File: src/rtl/instruction_fetch.sv
// Instruction fetch stage: a small Moore FSM that samples the program counter,
// issues one instruction memory read per loop, buffers the returned word for
// decode and pulses the program counter write enable with the incremented
// address. A fetch that never gets its acknowledge parks the stage in HALT
// with a sticky fault until reset.
module instruction_fetch #(
    parameter int TIMEOUT = 16
) (
    input  logic        clk,
    input  logic        reset,
    input  logic [12:0] pcAddr,
    output logic        pcWrite,
    output logic [31:0] pcPlusOne,
    output logic        memReq,
    output logic [12:0] memAddr,
    input  logic        memAck,
    input  logic [31:0] memData,
    output logic [31:0] instr,
    output logic [12:0] instrPc,
    output logic        instrValid,
    input  logic        instrReady,
    input  logic        flush,
    output logic        fetchErr
);

    typedef enum logic [1:0] {
        LOAD   = 2'd0,
        FETCH  = 2'd1,
        COMMIT = 2'd2,
        HALT   = 2'd3
    } state_e;

    localparam logic [7:0] TIMEOUT_C = 8'(TIMEOUT);

    state_e      state_q,   state_d;
    logic [7:0]  cnt_q,     cnt_d;
    logic [12:0] reqAddr_q, reqAddr_d;
    logic [31:0] instr_q,   instr_d;
    logic [12:0] instrPc_q, instrPc_d;
    logic        valid_q,   valid_d;
    logic [12:0] next_q,    next_d;
    logic        err_q,     err_d;
    logic        capture;

    // Next-state, buffer update and Moore outputs (pcWrite also gated by flush)
    always_comb begin
        state_d   = state_q;
        cnt_d     = cnt_q;
        reqAddr_d = reqAddr_q;
        instr_d   = instr_q;
        instrPc_d = instrPc_q;
        valid_d   = valid_q;
        next_d    = next_q;
        err_d     = err_q;
        capture   = 1'b0;
        memReq    = 1'b0;
        pcWrite   = 1'b0;

        case (state_q)
            LOAD: begin
                reqAddr_d = pcAddr;
                if (flush) begin
                    state_d = LOAD;
                    cnt_d   = 8'd0;
                end else if (!valid_q || instrReady) begin
                    state_d = FETCH;
                end
            end
            FETCH: begin
                memReq = 1'b1;
                if (flush) begin
                    // In-flight request is abandoned; any same-cycle ack is dropped.
                    cnt_d   = 8'd0;
                    state_d = LOAD;
                end else if (memAck) begin
                    capture = 1'b1;
                    cnt_d   = 8'd0;
                    state_d = COMMIT;
                end else begin
                    cnt_d = 8'(cnt_q + 8'd1);
                    if (cnt_d >= TIMEOUT_C) begin
                        err_d   = 1'b1;
                        state_d = HALT;
                    end
                end
            end
            COMMIT: begin
                pcWrite = !flush;
                state_d = LOAD;
                if (flush) begin
                    cnt_d = 8'd0;
                end
            end
            default: begin
                // HALT: only reset leaves; flush is ignored here.
                state_d = HALT;
            end
        endcase

        // A fresh capture wins over a drain or flush on the same edge.
        if (capture) begin
            instr_d   = memData;
            instrPc_d = reqAddr_q;
            valid_d   = 1'b1;
            next_d    = 13'(reqAddr_q + 13'd1);
        end else if (flush && (state_q != HALT)) begin
            valid_d = 1'b0;
        end else if (valid_q && instrReady) begin
            valid_d = 1'b0;
        end
    end

    // State and datapath registers with asynchronous active-low reset
    always_ff @(posedge clk or negedge reset) begin
        if (!reset) begin
            state_q   <= LOAD;
            cnt_q     <= 8'd0;
            reqAddr_q <= 13'd0;
            instr_q   <= 32'd0;
            instrPc_q <= 13'd0;
            valid_q   <= 1'b0;
            next_q    <= 13'd0;
            err_q     <= 1'b0;
        end else begin
            state_q   <= state_d;
            cnt_q     <= cnt_d;
            reqAddr_q <= reqAddr_d;
            instr_q   <= instr_d;
            instrPc_q <= instrPc_d;
            valid_q   <= valid_d;
            next_q    <= next_d;
            err_q     <= err_d;
        end
    end

    assign memAddr    = reqAddr_q;
    assign pcPlusOne  = {19'd0, next_q};
    assign instr      = instr_q;
    assign instrPc    = instrPc_q;
    assign instrValid = valid_q;
    assign fetchErr   = err_q;

endmodule

File: config.mk
export PLATFORM = sky130hd
export DESIGN_NAME = instruction_fetch
export DESIGN_NICKNAME = d
export VERILOG_FILES = /design/src/rtl/instruction_fetch.sv
export SDC_FILE = /design/constraint.sdc
export NUM_CORES = 1
export LEC_CHECK = 0
export ABC_CLOCK_PERIOD_IN_PS = 1320
export CORE_UTILIZATION = 34
export DETAILED_ROUTE_END_ITERATION = 8
export DONT_BUFFER_PORTS = 1
export HOLD_SLACK_MARGIN = 0.05
export PLACE_DENSITY = 0.55
export SLEW_MARGIN = 30
export SYNTH_ARGS = -nofsm -noshare
export SYNTH_HDL_FRONTEND = slang
export SYNTH_SLANG_ARGS = --single-unit
File: constraint.sdc
create_clock -name clk -period 1.32 [get_ports clk]
set_input_delay 0 -clock clk [delete_from_list [all_inputs] [get_ports clk]]
set_output_delay 0 -clock clk [all_outputs]
set_load 0.01 [all_outputs]
======== Word-level counts from Yosys, hierarchy flattened ========
Cells that the tools add are included.
storage, ports and cells
  register bits after elaboration ......... 83
  input port bits ......................... 50
  output and inout port bits .............. 94
  logic and storage cells ................. 49
operators by class
  add/sub/neg operators ................... 2
  magnitude comparators ................... 1
  equality and inequality tests ........... 6
  multiplexer cells ....................... 18
  bitwise logic cells ..................... 2
  reduce and logical (&&, ||, !) cells .... 12
operators with widths
  operator                                                                number
  8-bit 2-to-1 mux                                                        3
  8-bit one-hot mux with 2 select lines                                   1
  13-bit by 1-bit adder with 13-bit output (second input constant)        1
  2-bit 2-to-1 mux                                                        5
  8-bit by 1-bit adder with 8-bit output (second input constant)          1
  8-bit by 5-bit >= comparator with 1-bit output (second input constant)  1
  1-bit 2-to-1 mux                                                        8
  2-bit one-hot mux with 3 select lines                                   1
  4-bit != test (second input constant)                                   1
  2-bit AND reduction                                                     2
  4-bit AND reduction                                                     1
  3-bit != test (second input constant)                                   1
  3-bit nonzero test                                                      1
  2-bit by 1-bit equality test with 1-bit output (second input constant)  1
  2-bit equality test (second input constant)                             1
  1-bit logical AND                                                       2
  1-bit logical NOT                                                       2
  2-bit logical NOT                                                       1
  2-bit by 1-bit != test with 1-bit output (second input constant)        1
  2-bit != test (second input constant)                                   1
  1-bit inverter                                                          2
  2-bit nonzero test                                                      1
  2-bit OR reduction                                                      1
  1-bit logical OR                                                        1

======== Logic depth before layout (Yosys ltp) ========
  depth in word-level cells ............... 6
  mapped depth ............................ 7
  gate-level depth less buffers ........... 5

======== Worst setup path after synthesis ========
OpenSTA, ideal clock, no wires.
  kind .................................... flip-flop to flip-flop
  start ................................... reg state_q[0]
  end ..................................... reg instrPc_q[0] (netlist: instrPc[0])
  setup time .............................. 0.125 ns
  data arrival time ....................... 1.374 ns
  required time ........................... 1.195 ns
  path slack .............................. -0.179 ns
  cell stages (with the launch flop) ...... 6
  path buffers ............................ 2
  period minus slack after synthesis ...... 1.499 ns
  cell sequence ........................... dfrtp_1 -> and2b_1 -> and3_1 -> buf_6 -> buf_6 -> mux2_4
on the way
  cells in the longest elaborated chain, start to end .. 2
RTL lines
  element                                         line  source
  start: declaration                              35    state_e state_q, state_d;
  start signal: assignment                        125   state_q <= state_d;
  2-bit by 1-bit equality test with 1-bit output  59    case (state_q)
  1-bit 2-to-1 mux                                59
  end signal: assignment                          129   instrPc_q <= instrPc_d;
  end: declaration                                39    logic [12:0] instrPc_q, instrPc_d;
No other way between the ends.
A chain may end at the register's enable or synchronous reset.

======== Worst setup path in the final report ========
  start ................................... reg state_q[1]
  end ..................................... reg instr_q[12] (netlist: instr[12])
on the way
  cells in the longest elaborated chain, start to end .. 2
RTL lines
  element                                         line  source
  2-bit by 1-bit equality test with 1-bit output  59
  1-bit 2-to-1 mux                                59
  end signal: assignment                          128   instr_q <= instr_d;
  end: declaration                                38    logic [31:0] instr_q, instr_d;
No other way between the ends.

==> impl_metrics.ini <==
[setup_path]
crit_fanout = 30
worstPathArrival_ps = 1740
cp_cell_sequence = and2b_1, and3_4, buf_12, mux2_4
cp.required_ps = 1540
worstSetupEndpointType = flop
worst_path_max_delay_cell = dfrtp_1
critPathMaxStageDelay_ps = 380
r2r_setup_slack_ps = -190
critPathKind = flop to flop
start_kind = flop
path_delay_family = simple AND/OR/NAND/NOR gates
cp.buffers_inverters = 1

[logic_synthesis]
synthArstFlopShare_pct = 100.0
synthMuxAreaShare_pct = 21.57
synth_ff_type = dfrtp_1
synth_adder_area_share_pct = 0.6373
yosysTopAreaCellShare_pct = 52.90
synth-xor-area-share_pct = 2.900
synth_compound_area_share_pct = 7.170
synth_edf_count = 0
avgSynthCellArea_sq_um = 13.13
syn_area_sq_um = 3926
ys_seq_area_share_pct = 52.90
yosys.area_share.simple_pct = 7.521
yosys.area.top_type = dfrtp_1
synth-seq-cells = 83
synth_area_leaders = dfrtp_1, mux2_4, mux2_2
synth_top_family_by_area = multiplexers
yosysWarnings = 0
synthDistinctLibCells = 39
synth_cells = 299

[floorplanning]
initial_core_util_pct = 35.59
die_h_um = 109.5
core-area_sq_um = 11030
dieArea_sq_um = 11980
die_w_um = 109.5
ios = 144
rows = 38

[timing]
hold_ws_ps = -647.9
layout_setup_ws_ps = -193.5
hold_viol = 83
setup_viol_count_final = 62
layout_min_cycle_time_ps = 1513
fin_crit_sh_pct = 114.7
skew_ps = 6.165
fmax_ghz = 0.6607
rsz0062_at_grt = true
tns_ps = -8873
drv_slew = 0

[cells_and_area]
diodes = 0
nets = 436
final_common_cell = dfrtp_1
synthToLayoutAreaGrowth_pct = 34.64
drive_above_1_share_pct = 38.05
final_cell_mix = dfrtp_1, mux2_4, dlygate4sd3_1

[global_routing]
grt_overflow_total = 0
grt_pass1_vias = 2674
grt_pass1_wl_um = 13730
grt_use_total_pct = 15.54
grt_start_max_net_pins = 84
antenna_found_initial = 0

[run]
drv_cap = 0

[clock_tree]
cts_max_path_buffers = 2
cts_tree = built
path_clk_slew_ps = 60
cts_buffers = 9
root_buffer = clkbuf_16
ctsHoldBuffers = 48
htreeDepth = 3
clk_latency_ps = 340
clock_sinks = 83

[power]
total_power_mw = 10.56
leakage_nw = 2.344
peakVddDrop_mv = 1.101
p_per_area_nw_per_um2 = 1997

[route]
drt-total-wl_um = 9376
viasPerCell = 4.940
first_pass_iters = 4
drt-initial-drc-count = 157
wl_per_cell_um = 17.72
drtAntennaViolNets = 0
num_vias = 2613
drcViolationCount = 0

[placed_design]
portBuffers = 0
dp_hpwl_um = 5619
globalplace.congestion = 0.7691

[worst_hold_path]
hold_path_class = input port to async pin

[status]
violations = hold timing, setup timing
status = complete, but fails checks
==> routing by layer <==
layer	vias to the layer above	part of all wire [%]	global-route usage (%)
li1	1188	-	-
met1	1310	42	18.04
met2	100	49	26.10
met3	15	7.5	5.691
met4	0	1.8	5.905
met5	-	0	0
==> Yosys cell counts, types with 2 or more instances <==
master    instances
clkbuf_1          3
buf_4            19
xor2_1           10
mux2_2           13
mux2_4           46
a21oi_1          14
a22o_1            2
o31ai_1           2
nor2_1           19
nand2_1          11
buf_2             3
and3_1            4
buf_6             8
dfrtp_1          83
a32o_1            5
inv_1             5
nand3_1           7
nand4_1           5
and4_1            3
nor3_1            2
o21ai_0          11
ha_1              2
xnor2_1           3
a31oi_1           3
and2_1            2
==> worst reg2reg max path, delay by kind of cell, from the launching register on <==
kind	cells	cell delay, ps
muxes	1	360
DFF	1	380
and+or+nand+nor	2	430
buffers and inverters	1	240
==> timing repair <==
| item | 4_1_cts | 5_1_grt |
|---|---|---|
| cloned | 1 | 0 |
| endpoints found under the setup margin | 64 | 82 |
| buffers inserted | 6 | 3 |
| pin swaps | 4 | 14 |
| resized for setup | 33 | 24 |
| hold endpoints to repair | 140 | 83 |
==> sequential cells by signal (all words and copies together), names as in the netlist <==
signal      flops
cnt_q           8
fetchErr        1
instr          32
instrPc        13
instrValid      1
memAddr        13
next_q         13
state_q         2
==> where the power goes <==
| part | internal, mW | total, mW | switching, mW |
|---|---|---|---|
| registers | 3.61 | 4.83 | 1.22 |
| clock network | 1.52 | 2.53 | 1.01 |
| logic | 1.98 | 3.20 | 1.22 |
==> path summary, 6_finish.rpt <==
check | from | to | depth (start not counted)
hold reg to reg | next_q[0] | next_q[0] | 2
min in group clk | flush | cnt_q[0] | 4
setup reg to reg | state_q[1] | instr[12] | 4
hold / removal | reset | instr[2] | 0
max in group asynchronous | reset | memAddr[6] | 0
setup / recovery | state_q[1] | instr[12] | 4
==> cell type report <==
| type | instances | area, sq um |
|---|---|---|
| sequential | 83 | 2082 |
| multi-input combinational | 195 | 1827 |
| clock inverter | 6 | 65.06 |
| timing repair buffer | 90 | 877.1 |
| fill | 987 | 5744 |
| clock buffer | 10 | 239.0 |
| tap | 140 | 175.2 |
| inverter | 5 | 21.27 |
==> cells by family (layout without fill, tap and decap cells) <==
| family | after synthesis | in the layout |
|---|---|---|
| buf+inv | 39 | 111 |
| mux | 60 | 60 |
| fa+ha+maj | 2 | 2 |
| compound gates | 43 | 43 |
| xor+xnor | 13 | 13 |
| flops | 83 | 83 |
| other cells | 1 | 19 |
| simple gates | 58 | 58 |
==> metrics by stage <==
stage                     std cells  worst slack [ps]  instance area, sq um  utilization (%)
final                           529            -193.5                  5286            47.92
after CTS                       529            -171.5                  5194            47.08
after global routing            529            -237.6                  5286            47.92
after global placement          458            -143.0                  4218            38.24
after detailed placement        458            -166.8                  4218            38.24
after floorplan                 317            -178.8                  4004                -
Power figures use the tool's default switching activity.
